===== src/rtl/command_core_pkg.sv =====
// Shared definitions for the command-controlled core: instruction fields,
// opcode values and controller state encoding.
package command_core_pkg;

  localparam int unsigned INSTR_W = 12;
  localparam int unsigned OP_MSB  = 11;
  localparam int unsigned OP_LSB  = 8;
  localparam int unsigned ARG_MSB = 7;
  localparam int unsigned ARG_LSB = 0;

  localparam logic [3:0] OP_NOP  = 4'h0;
  localparam logic [3:0] OP_IN   = 4'h1;
  localparam logic [3:0] OP_OUT  = 4'h2;
  localparam logic [3:0] OP_LDA  = 4'h3;
  localparam logic [3:0] OP_LDB  = 4'h4;
  localparam logic [3:0] OP_STA  = 4'h5;
  localparam logic [3:0] OP_ADD  = 4'h6;
  localparam logic [3:0] OP_SUB  = 4'h7;
  localparam logic [3:0] OP_AND  = 4'h8;
  localparam logic [3:0] OP_SHL  = 4'h9;
  localparam logic [3:0] OP_JMP  = 4'hA;
  localparam logic [3:0] OP_JZ   = 4'hB;
  localparam logic [3:0] OP_JC   = 4'hC;
  localparam logic [3:0] OP_HALT = 4'hD;

  typedef enum logic [1:0] {
    ST_IDLE   = 2'd0,
    ST_RUN    = 2'd1,
    ST_HALTED = 2'd2
  } state_e;

  function automatic logic [3:0] instr_op(input logic [INSTR_W-1:0] w);
    return w[OP_MSB:OP_LSB];
  endfunction

  function automatic logic [7:0] instr_arg(input logic [INSTR_W-1:0] w);
    return w[ARG_MSB:ARG_LSB];
  endfunction

endpackage


===== src/rtl/command_core_alu.sv =====
// Arithmetic/logic datapath: ADD/SUB/AND on regA,regB and SHL on regB.
// carry_o is carry-out, borrow, or the bit shifted out depending on the opcode.
module command_core_alu
  import command_core_pkg::*;
#(
  parameter int DATA_WIDTH = 4
) (
  input  logic [DATA_WIDTH-1:0] a_i,
  input  logic [DATA_WIDTH-1:0] b_i,
  input  logic [3:0]            op_i,
  output logic [DATA_WIDTH-1:0] result_o,
  output logic                  carry_o,
  output logic                  zero_o
);

  logic [DATA_WIDTH:0] wide;

  // The extra top bit holds carry, borrow (a<b) or the old MSB of b for SHL.
  always_comb begin
    wide = '0;
    case (op_i)
      OP_ADD:  wide = {1'b0, a_i} + {1'b0, b_i};
      OP_SUB:  wide = {1'b0, a_i} - {1'b0, b_i};
      OP_AND:  wide = {1'b0, a_i & b_i};
      OP_SHL:  wide = {b_i, 1'b0};
      default: wide = {1'b0, a_i};
    endcase
  end

  assign result_o = wide[DATA_WIDTH-1:0];
  assign carry_o  = wide[DATA_WIDTH];
  assign zero_o   = (result_o == '0);

endmodule


===== src/rtl/command_controlled_core.sv =====
// Tiny accumulator processor: loads a program through a write port, then
// executes one instruction per cycle with stalling port IN/OUT accesses.
module command_controlled_core
  import command_core_pkg::*;
#(
  parameter int DATA_WIDTH    = 4,
  parameter int GPR_COUNT     = 4,
  parameter int PROG_DEPTH    = 16,
  parameter int PORT_ID_WIDTH = 3
) (
  input  logic                     clock,
  input  logic                     reset,
  input  logic                     start,
  input  logic                     prog_we,
  input  logic [7:0]               prog_addr,
  input  logic [11:0]              prog_data,
  input  logic [DATA_WIDTH-1:0]    data_in,
  input  logic                     port_ready,
  output logic [DATA_WIDTH-1:0]    data_out,
  output logic [PORT_ID_WIDTH-1:0] port_id,
  output logic                     port_read,
  output logic                     port_write,
  output logic [7:0]               pc,
  output logic                     busy,
  output logic                     halted,
  output logic                     error,
  output logic                     flag_z,
  output logic                     flag_c
);

  localparam int unsigned PA_W = (PROG_DEPTH > 1) ? $clog2(PROG_DEPTH) : 1;
  localparam int unsigned GA_W = (GPR_COUNT > 1) ? $clog2(GPR_COUNT) : 1;

  state_e                 state_q, state_d;
  logic [7:0]             pc_q, pc_d;
  logic [DATA_WIDTH-1:0]  rega_q, rega_d;
  logic [DATA_WIDTH-1:0]  regb_q, regb_d;
  logic [DATA_WIDTH-1:0]  gpr_q [GPR_COUNT];
  logic [DATA_WIDTH-1:0]  gpr_d [GPR_COUNT];
  logic                   fz_q, fz_d;
  logic                   fc_q, fc_d;
  logic                   err_q, err_d;

  logic [INSTR_W-1:0]     mem_q [PROG_DEPTH];
  logic [INSTR_W-1:0]     instr;
  logic [3:0]             op;
  logic [7:0]             arg;
  logic                   run;
  logic                   r_bad;
  logic                   t_bad;
  logic                   fault;
  logic [7:0]             pc_inc;
  logic [DATA_WIDTH-1:0]  alu_res;
  logic                   alu_c;
  logic                   alu_z;

  // Program memory is deliberately outside the reset domain.
  always_ff @(posedge clock) begin
    if (prog_we && (state_q != ST_RUN) && (32'(prog_addr) < 32'(PROG_DEPTH)))
      mem_q[prog_addr[PA_W-1:0]] <= prog_data;
  end

  assign instr  = mem_q[pc_q[PA_W-1:0]];
  assign op     = instr_op(instr);
  assign arg    = instr_arg(instr);
  assign run    = (state_q == ST_RUN);
  assign r_bad  = (32'(arg) >= 32'(GPR_COUNT));
  assign t_bad  = (32'(arg) >= 32'(PROG_DEPTH));
  assign pc_inc = (32'(pc_q) == 32'(PROG_DEPTH - 1)) ? '0 : pc_q + 8'd1;

  command_core_alu #(
    .DATA_WIDTH (DATA_WIDTH)
  ) u_alu (
    .a_i      (rega_q),
    .b_i      (regb_q),
    .op_i     (op),
    .result_o (alu_res),
    .carry_o  (alu_c),
    .zero_o   (alu_z)
  );

  always_comb begin
    state_d = state_q;
    pc_d    = pc_q;
    rega_d  = rega_q;
    regb_d  = regb_q;
    gpr_d   = gpr_q;
    fz_d    = fz_q;
    fc_d    = fc_q;
    err_d   = err_q;
    fault   = 1'b0;
    case (state_q)
      ST_IDLE, ST_HALTED: begin
        if (start) begin
          state_d = ST_RUN;
          pc_d    = '0;
          err_d   = 1'b0;
          fz_d    = 1'b0;
          fc_d    = 1'b0;
        end
      end
      ST_RUN: begin
        case (op)
          OP_NOP: pc_d = pc_inc;
          OP_IN: begin
            if (port_ready) begin
              rega_d = data_in;
              pc_d   = pc_inc;
            end
          end
          OP_OUT: if (port_ready) pc_d = pc_inc;
          OP_LDA, OP_LDB, OP_STA: begin
            if (r_bad) begin
              fault = 1'b1;
            end else begin
              if (op == OP_LDA) rega_d = gpr_q[arg[GA_W-1:0]];
              if (op == OP_LDB) regb_d = gpr_q[arg[GA_W-1:0]];
              if (op == OP_STA) gpr_d[arg[GA_W-1:0]] = rega_q;
              pc_d = pc_inc;
            end
          end
          OP_ADD, OP_SUB: begin
            rega_d = alu_res;
            fc_d   = alu_c;
            fz_d   = alu_z;
            pc_d   = pc_inc;
          end
          OP_AND: begin
            rega_d = alu_res;
            fz_d   = alu_z;
            pc_d   = pc_inc;
          end
          OP_SHL: begin
            regb_d = alu_res;
            fc_d   = alu_c;
            fz_d   = alu_z;
            pc_d   = pc_inc;
          end
          OP_JMP, OP_JZ, OP_JC: begin
            // Target range only matters when the branch is actually taken.
            if ((op == OP_JMP) || (op == OP_JZ && fz_q) || (op == OP_JC && fc_q)) begin
              if (t_bad) fault = 1'b1;
              else       pc_d  = arg;
            end else begin
              pc_d = pc_inc;
            end
          end
          OP_HALT: state_d = ST_HALTED;
          default: fault = 1'b1;
        endcase
        if (fault) begin
          err_d   = 1'b1;
          state_d = ST_HALTED;
        end
      end
      default: state_d = ST_IDLE;
    endcase
  end

  always_ff @(posedge clock or negedge reset) begin
    if (!reset) begin
      state_q <= ST_IDLE;
      pc_q    <= '0;
      rega_q  <= '0;
      regb_q  <= '0;
      gpr_q   <= '{default: '0};
      fz_q    <= 1'b0;
      fc_q    <= 1'b0;
      err_q   <= 1'b0;
    end else begin
      state_q <= state_d;
      pc_q    <= pc_d;
      rega_q  <= rega_d;
      regb_q  <= regb_d;
      gpr_q   <= gpr_d;
      fz_q    <= fz_d;
      fc_q    <= fc_d;
      err_q   <= err_d;
    end
  end

  assign port_read  = run && (op == OP_IN);
  assign port_write = run && (op == OP_OUT);
  assign port_id    = (port_read || port_write) ? arg[PORT_ID_WIDTH-1:0] : '0;
  assign data_out   = rega_q;
  assign pc         = pc_q;
  assign busy       = run;
  assign halted     = (state_q == ST_HALTED);
  assign error      = err_q;
  assign flag_z     = fz_q;
  assign flag_c     = fc_q;

endmodule


===== config.mk =====
export PLATFORM = sky130hd
export DESIGN_NAME = command_controlled_core
export DESIGN_NICKNAME = d
export VERILOG_FILES = /design/src/rtl/command_core_pkg.sv /design/src/rtl/command_core_alu.sv /design/src/rtl/command_controlled_core.sv
export SDC_FILE = /design/constraint.sdc
export NUM_CORES = 1
export LEC_CHECK = 0
export ABC_AREA = 1
export BUFFER_PORTS_ARGS = -buffer_cell sky130_fd_sc_hd__clkbuf_2
export CELL_PAD_IN_SITES_DETAIL_PLACEMENT = 0
export CELL_PAD_IN_SITES_GLOBAL_PLACEMENT = 2
export CORE_MARGIN = 2
export CORE_UTILIZATION = 43
export DETAILED_ROUTE_END_ITERATION = 6
export PLACE_DENSITY_LB_ADDON = 0.1
export SLEW_MARGIN = 5
export SYNTH_ARGS = -nofsm -noshare
export SYNTH_HDL_FRONTEND = slang
export SYNTH_HIERARCHICAL = 1
export SYNTH_SLANG_ARGS = --single-unit

===== constraint.sdc =====
create_clock -name clock -period 8.65 [get_ports clock]
set_clock_uncertainty 0.15 [all_clocks]
set_input_delay 2.1625 -clock clock [delete_from_list [all_inputs] [get_ports clock]]
set_output_delay 2.1625 -clock clock [all_outputs]
set_load 0.02 [all_outputs]

# [Yosys cells after proc, flatten, opt, wreduce, memory -nomap -nowiden]
# Memories as Yosys holds them, arrays and structs flattened.
# Index checks and enable logic that the tools add are counted.
[word_totals] mem_count=1 ram_bits=192 out_inout_bits=22 inputBits=29 regBits=37
[op_classes] muxes=41 n_bitwise=3 n_eq_ne=30 n_addsub=3 n_reduce_logical=33 order_cmp=5
[memory_table] name="mem_q" words=16 width=12 read_ports=1 rd_clocked_by_memory_dff=0 wr=1 line="command_controlled_core.sv:44" source="logic [INSTR_W-1:0] mem_q [PROG_DEPTH];"
[ops] op="two-way mux 8 bit" count=6
[ops] op="two-way mux 4 bit" count=8
[ops] op="one-hot mux 8 bit (4 select lines)" count=1
[ops] op="equality test 4 bit (second input constant)" count=6
[ops] op="one-hot mux 5 bit (4 select lines)" count=1
[ops] op="bitwise mux 16 bit" count=1
[ops] op="equality test 4 x 3 -> 1 bit (second input constant)" count=4
[ops] op="one-hot mux 8 bit (2 select lines)" count=1
[ops] op="inequality test 2 bit (second input constant)" count=7
[ops] op="one-hot mux 4 bit (3 select lines)" count=1
[ops] op="OR reduction 3 bit" count=4
[ops] op="two-way mux 1 bit" count=10
[ops] op="AND reduction 3 bit" count=3
[ops] op="adder 8 x 1 -> 8 bit (second input constant)" count=1
[ops] op="binary-select mux 4 bit (select 2 bit)" count=1
[ops] op="demux 4 bit (select 2 bit)" count=1
[ops] op="equality test 4 x 2 -> 1 bit (second input constant)" count=2
[ops] op="equality test 8 x 4 -> 1 bit (second input constant)" count=1
[ops] op="greater-or-equal comparator 8 x 3 -> 1 bit (second input constant)" count=1
[ops] op="greater-or-equal comparator 8 x 5 -> 1 bit (second input constant)" count=1
[ops] op="zero test 4 bit" count=2
[ops] op="less-than comparator 8 x 5 -> 1 bit (second input constant)" count=1
[ops] op="one-hot mux 4 bit (2 select lines)" count=1
[ops] op="AND reduction 4 bit" count=2
[ops] op="32 further kinds" count=48

# [Logic depth before layout (Yosys ltp)]
# Gate-level depths: netlist of run 1.
# An unclocked memory read counts as a cell.
[logic_depth] ltp_word=10 depth_mapped=27 mapped_depth_nobuf=25

# [Modules after synthesis]
# Netlist of run 1, hierarchy kept.
[modules_own_cells] module="command_controlled_core" n_inst=1 cells_each=1063 seq_area_each_um2=6691.4 area_per_inst_um2=10368.7
[modules_own_cells] module="command_core_alu" n_inst=1 cells_each=83 seq_area_each_um2=0.0 area_per_inst_um2=471.7

# [Worst setup path after synthesis of run 1]
# Ideal clock, no wire load.
[synth_path] kind="register to output" startpoint="register pc_q[0] (netlist: pc[0])" endpoint="output port port_id[0]" path_stages_with_launch=14 path_slack_ns=4.122 n_path_buf=4 arrival_ns=2.216 cell_sequence="dfrtp_1 buf_4 inv_4 buf_6 buf_2 nand2_1 nand3_1 nand2_1 a31oi_1 nand2_1 nand2_1 buf_4 inv_1 nor2_1"
[synth_between] elab_chain_len=5 word_cells_on_any_way=7
[synth_rtl] item="start: declaration" line="command_controlled_core.sv:35" source="logic [7:0] pc_q, pc_d;"
[synth_rtl] item="start signal: assignment" line="command_controlled_core.sv:172" source="pc_q <= pc_d;"
[synth_rtl] item="memory read (16 x 12 bit) (*)"
[synth_rtl] item="equality test 4 x 1 -> 1 bit / equality test 4 x 2 -> 1 bit (equally long branches)" line="command_controlled_core.sv:182, command_controlled_core.sv:183"
[synth_rtl] item="logical AND 1 bit, on equally long branches" line="command_controlled_core.sv:182, command_controlled_core.sv:183"
[synth_rtl] item="logical OR 1 bit" line="command_controlled_core.sv:184" source="assign port_id = (port_read || port_write) ? arg[PORT_ID_WIDTH-1:0] : '0;"
[synth_rtl] item="two-way mux 3 bit (*)" line="command_controlled_core.sv:184"
[synth_rtl] item="end: declaration" line="command_controlled_core.sv:20" source="output logic [PORT_ID_WIDTH-1:0] port_id,"
# Every way passes the cells marked *; elsewhere a longest branch is shown, timed or not.

# [Final worst setup path of run 1]
[layout_path] startpoint="register pc_q[1] (netlist: pc[1])" endpoint="output port port_id[1]"
# The elaborated chain is that of the path after synthesis.

==> results of run 1 <==
==> metal layers <==
| layer | part of all wire (%) | wire length (µm) | GRT usage (%) | vias up |
|---|---|---|---|---|
| met3 | 3.9 | 1076 | 2.827 | 53 |
| li1 | - | - | - | 3908 |
| met1 | 45 | 12660 | 28.87 | 3657 |
| met2 | 47 | 13100 | 36.23 | 147 |
| met4 | 3.8 | 1057 | 7.683 | 0 |
| met5 | 0 | 0 | 0 | - |
==> report_power, final <==
part           total (mW)  switching [mW]  internal (mW)
registers            1.34          0.0932           1.24
logic                1.63            1.18          0.458
clock network        1.12           0.455          0.669
==> synth_stat cells (7+ instances only) <==
| library cell | n |
|---|---|
| a21oi_1 | 25 |
| nor2_1 | 138 |
| nand2_2 | 11 |
| ha_1 | 7 |
| dfrtp_1 | 37 |
| inv_2 | 9 |
| inv_1 | 79 |
| o21ai_0 | 27 |
| nand3_1 | 112 |
| o21ai_1 | 27 |
| nand2_1 | 392 |
| buf_2 | 21 |
| edfxtp_1 | 192 |
==> path summary, 6_finish.rpt <==
check	cells past startpoint	slack, ns	from	endpoint
worst max-delay path	13	2.51	pc[1]	port_id[1]
worst min-delay path	2	0.33	error	error
worst max register to register	23	4.14	pc[1]	flag_z
worst min register to register	2	0.33	error	error
max in group asynchronous	1	6.00	reset	pc[0]
min in group asynchronous	1	1.62	reset	pc[7]
==> sequential cells by signal (all words and copies together) (netlist names) <==
name      count
regb_q        4
state_q       2
pc            8
mem_q       192
gpr_q        16
flag_c        1
data_out      4
error         1
flag_z        1
==> cells by family (layout without fill, tap and decap cells) <==
| group | after synthesis | in the layout | synth area share, % |
|---|---|---|---|
| DFF | 229 | 229 | 61.73 |
| xor gates and xnor gates | 5 | 5 | 0.4040 |
| and+or+nand+nor | 687 | 687 | 27.09 |
| adders and majority gates | 8 | 8 | 0.9926 |
| buffers and inverters | 128 | 205 | 5.390 |
| AOI/OAI and AO/OA | 89 | 89 | 4.398 |
==> cell type report <==
cell class | instances | share of cell area (%)
multi-input cells | 789 | 29.07
clock inverters | 17 | 1.517
flip-flops and latches | 229 | 54.49
well taps | 330 | 3.360
clock buffers | 31 | 5.692
repair buffers | 68 | 3.136
inverters | 89 | 2.739
==> worst min-delay path, cell delays in order (launching register included) <==
cell,delay [ns]
dfrtp_1,0.34
nand2_1,0.05
nand2_1,0.05
==> through the flow <==
| stage | worst slack (ns) | cell area [µm²] | instances | util [%] | power [mW] |
|---|---|---|---|---|---|
| finish | 2.506 | 12290 | 1553 | 49.22 | 4.093 |
| global route | 2.114 | 12290 | 1553 | 49.22 | 4.409 |
| CTS | 2.396 | 12290 | 1553 | 49.22 | 4.139 |
| detailed placement | 2.987 | 11400 | 1505 | 45.67 | 3.011 |
| global placement | 3.067 | 11400 | 1505 | 45.67 | 3.023 |
| floorplan | 4.122 | 10840 | 1146 | - | 2.547 |
==> impl_metrics.toml, run 1 <==
[status]
status = "finished, final reports clean"

[final_layout]
mostFrequentLayoutCell = "nand2_1"
fillCellCount = 2353
multiInputGateArea_um2 = 3572
regArea_um2 = 6695
antennaDiodeCount = 0
area_growth_pct = 13.35
drive_above_1_share_pct = 12.84
layout_common_cells = "nand2_1, edfxtp_1, nor2_1"
nNetsFinal = 1240

[floorplanning]
fp.dieArea_um2 = 26500
fp-row-count = 58
num_io_pins = 51
die_width_um = 162.8
initial_core_util_pct = 43.42
dieHeight_um = 162.8
coreArea_um2 = 24960

[worst_setup_path]
cp-end-kind = "output port"
worstPathRequired_ns = 6.34
critPathArrivalTime_ns = 3.83
path_buf_inv = 3
start_kind = "flip-flop"
criticalPathCategory = "reg -> out"
worstPathCellList = "nand2_2 > inv_2 > nand2_1 > nor2_1 > nor2_1 > nand2_1 > nand2_1 > nor2_1 > nand3_1 > nand2_1 > inv_1 > nor2_1 > clkbuf_2"
crit_slowest_cell = "dfrtp_1"
crit_family = "simple AND/OR/NAND/NOR gates"
cpPeakStageDelay_ns = 1.00
path_max_fanout = 22

[sta]
hold_violations = 0
holdWs_ns = 0.3308
finalCriticalPeriod_ns = 6.144
grt_setup_unrepaired = "false"
tightest_slew_ns = 1.008
fin_crit_sh_pct = 71.03
setup_tns_ns = 0
max-slew-margin-rel_pct = 32.82
fmax_ghz = 0.1628
drv_slew = 0
setup_viol = 0

[grt]
grt_usage_pct = 21.58
grt.overflow.total = 0
grt_pass1_vias = 7500
grt_start_max_net_pins = 67
grt_pass1_wl_mm = 43.49
antenna_found_initial = 0

[power]
ir_drop_v = 0.0001645
cellLeakagePower_nw = 5.120
power.density_nw_per_um2 = 333.1

[logic_synthesis]
syn-mean-instance-area_um2 = 9.459
synthesis.area_um2 = 10840
yosysTopAreaCellShare_pct = 53.19
async_reset_ff_share_pct = 16.16
synthTopCellsByArea = "edfxtp_1, nand2_1, dfrtp_1"
ys_types = 40
synth_edf_count = 192
synth_top_cell_by_area = "edfxtp_1"
ys_dominant_reg_cell = "edfxtp_1"
syn_inst = 1146
ys_warn_count = 6
synth_fp_nets = 1183
yosysSeqAreaShare_pct = 61.73
ys_ff_latch = 229

[clock_network]
clockBufferDepth = 3
clkTransAtPathRegs_ns = 0.06
ctsResizeCount = 0
cts_hold_buf = 0
cts_setup_buffers = 0
clock-sinks = 229
cts_buffers = 26
clk_latency_ns = 0.55
htree_levels = 1
cts-root-buf = "clkbuf_16"
cts_tree = "yes"

[route]
vias = 7765
drc = 0
first_pass_iters = 5
wl_per_cell_um = 17.96
vias_per_cell = 5.000
wl_mm = 27.89
drt_iter0_markers = 458
ant_nets = 0

[placement]
dp_hpwl_mm = 17.57
place.gp.congestion = 0.7859
io_buffer_count = 50

[hold_path]
hold_path_class = "reg -> reg"

[run]
maxCapViolCount = 0
No activity file was read; power rests on OpenSTA's default activity.
==> run 2, diff against run 1 <==
--- a/config.mk
+++ b/config.mk
@@ -10,7 +10,7 @@
 export CELL_PAD_IN_SITES_DETAIL_PLACEMENT = 0
 export CELL_PAD_IN_SITES_GLOBAL_PLACEMENT = 2
 export CORE_MARGIN = 2
-export CORE_UTILIZATION = 43
+export CORE_UTILIZATION = 36
 export DETAILED_ROUTE_END_ITERATION = 6
 export PLACE_DENSITY_LB_ADDON = 0.1
 export SLEW_MARGIN = 5
==> constraint.sdc (replaced) <==
create_clock -name clock -period 5.5 [get_ports clock]
set_clock_uncertainty 0.15 [all_clocks]
set_input_delay 1.375 -clock clock [delete_from_list [all_inputs] [get_ports clock]]
set_output_delay 1.375 -clock clock [all_outputs]
set_load 0.02 [all_outputs]
==> run 2 against run 1 <==
  * Via count grew 1.5%
  * Count of clock-buffer cells in the layout grew 4
  * Largest power group unchanged
  * Clock power grew 49%
  * Die area grew 19%
==> impl_metrics.toml, run 2 (synthesis results as in run 1) <==
[worst_setup_path]
crit_slowest_cell = "dfrtp_4"
path_max_fanout = 64
r2r-start = "pc[0]"
path_buf_inv = 3
critPathArrivalTime_ns = 3.50
worstPathRequired_ns = 3.97
cpPeakStageDelay_ns = 0.67
worstPathCellList = "inv_4 > nand2_1 > nand3_1 > nand3_1 > nand2_1 > nand2_1 > nor2_1 > nand3_1 > nand2_1 > inv_1 > nor2_1 > clkbuf_2"
cp-end-kind = "output port"
start_kind = "flip-flop"
crit_family = "simple AND/OR/NAND/NOR gates"
crit_top_cell = "nand2_1"
criticalPathCategory = "reg -> out"
startpoint = "pc[0]"

[power]
power.density_nw_per_um2 = 520.8
swShare_pct = 42.74
p_switching_mw = 2.748
intPower_mw = 3.681
power.share.combinational_pct = 41.4
ir_drop_v = 0.0002331
power_frac_seq_pct = 32.6
cellLeakagePower_nw = 5.118
clock_power_share_pct = 26.0

[route]
first_pass_iters = 7
wl_per_cell_um = 19.23
met2_length_mm = 14.95
wl_met3_mm = 1.268
wl_mm = 31.11
wl_met1_mm = 14.14
drc = 0
highest_layer = "met4"
vias_per_cell = 4.871
drt_iter0_markers = 538
vias = 7882
ant_nets = 0

[run]
maxCapViolCount = 0

[clock_network]
cts_hold_buf = 0
cts_tree = "yes"
cts_setup_buffers = 0
clockBufferDepth = 3
clock-sinks = 229
cts_buffers = 27
ctsResizeCount = 0
htree_levels = 1
clk_latency_ns = 0.53
clkTransAtPathRegs_ns = 0.06
cts-root-buf = "clkbuf_16"

[floorplanning]
fp-row-count = 63
coreArea_um2 = 29640
num_io_pins = 51
dieHeight_um = 177.5
initial_core_util_pct = 36.58
die_width_um = 177.5
fp.dieArea_um2 = 31520

[grt]
grt_pass1_vias = 7644
grt_usage_pct = 20.25
grt.overflow.total = 0
grt_start_max_net_pins = 76
grt_pass1_wl_mm = 47.27
antenna_found_initial = 0

[placement]
placed_area_um2 = 11530
place.gp.congestion = 0.7753
dp_hpwl_mm = 19.29
io_buffer_count = 50

[final_layout]
regArea_um2 = 6695
mostFrequentLayoutCell = "nand2_1"
nNetsFinal = 1247
fillCellCount = 2967
drive_above_1_share_pct = 12.38
area_growth_pct = 13.86
final_area_um2 = 12340
antennaDiodeCount = 0
multiInputGateArea_um2 = 3565
largest_reg_flops = 192
layout_common_cells = "nand2_1, edfxtp_1, nor2_1"

[sta]
finalCriticalPeriod_ns = 5.023
tightest_slew_ns = 1.047
setup_tns_ns = 0
setup_viol = 0
fin_crit_sh_pct = 91.33
fmax_ghz = 0.1991
holdWs_ns = 0.3378
hold_violations = 0
grt_setup_unrepaired = "false"
drv_slew = 0
max-slew-margin-rel_pct = 30.23

[hold_path]
hold_path_class = "reg -> reg"
min_from = "gpr_q[8]"

[status]
status = "finished, final reports clean"
[run 2: cell count changes in the layout (fill, tap and decap cells not counted), sizes merged]
cell and change:
clkinvlp -1, bufinv -1, clkinv -3, buf +6, clkbuf +4
[run 2: area by class of cell]
class	instances	share of cell area [%]
sequential	229	54.24
multi-input combinational	789	28.88
clock buffer	35	5.717
tap	390	3.953
timing repair buffer	74	3.588
inverter	89	2.727
clock inverter	12	0.8920
[run 2: power groups by stage]
stage	clock [mW]	sequential [mW]	combinational [mW]
finish	1.67	2.10	2.66
detailed placement	0	2.13	2.71
global route	1.79	2.11	3.04
CTS	1.72	2.10	2.72
floorplan	0	2.12	1.89
global placement	0	2.13	2.73
[run 2: routing by layer]
| layer | vias to the layer above | GRT usage [%] |
|---|---|---|
| li1 | 3920 | - |
| met2 | 128 | 34.42 |
| met1 | 3784 | 26.82 |
| met5 | - | 0 |
| met3 | 50 | 3.213 |
| met4 | 0 | 5.567 |
[run 2: through the flow]
step                      total power [mW]  setup WS (ns)  instances  utilization, %
after global routing                 6.940         0.1392       1618           41.65
final                                6.429         0.4769       1618           41.65
after global placement               4.861          1.071       1571           38.89
after CTS                            6.536         0.4425       1618           41.65
after detailed placement             4.840          1.032       1571           38.89
after floorplan                      4.006          1.759       1146               -
[run 2: worst register-to-register path: stages (launching register included)]
cell	delay, ns
dfrtp_4	0.67
inv_4	0.67
nand2_1	0.14
nand3_1	0.11
nand2_1	0.05
nor2_1	0.12
nand2_1	0.05
nand2_1	0.40
nand3_2	0.20
inv_2	0.18
a21oi_1	0.10
xnor2_1	0.13
ha_1	0.33
a21oi_1	0.18
nand3_1	0.09
nand3_1	0.14
nand2_1	0.10
o21ai_0	0.25
o21ai_1	0.09
[run 2: final timing paths]
| kind | slack [ns] | endpoint | cells past startpoint |
|---|---|---|---|
| worst max-delay path | 0.48 | port_id[1] | 12 |
| worst min register to register | 0.34 | gpr_q[8] | 2 |
| worst max register to register | 1.21 | regb_q[3] | 18 |
| min in group asynchronous | 0.87 | pc[4] | 1 |
| max in group asynchronous | 3.58 | pc[0] | 1 |
| worst min-delay path | 0.34 | gpr_q[8] | 2 |
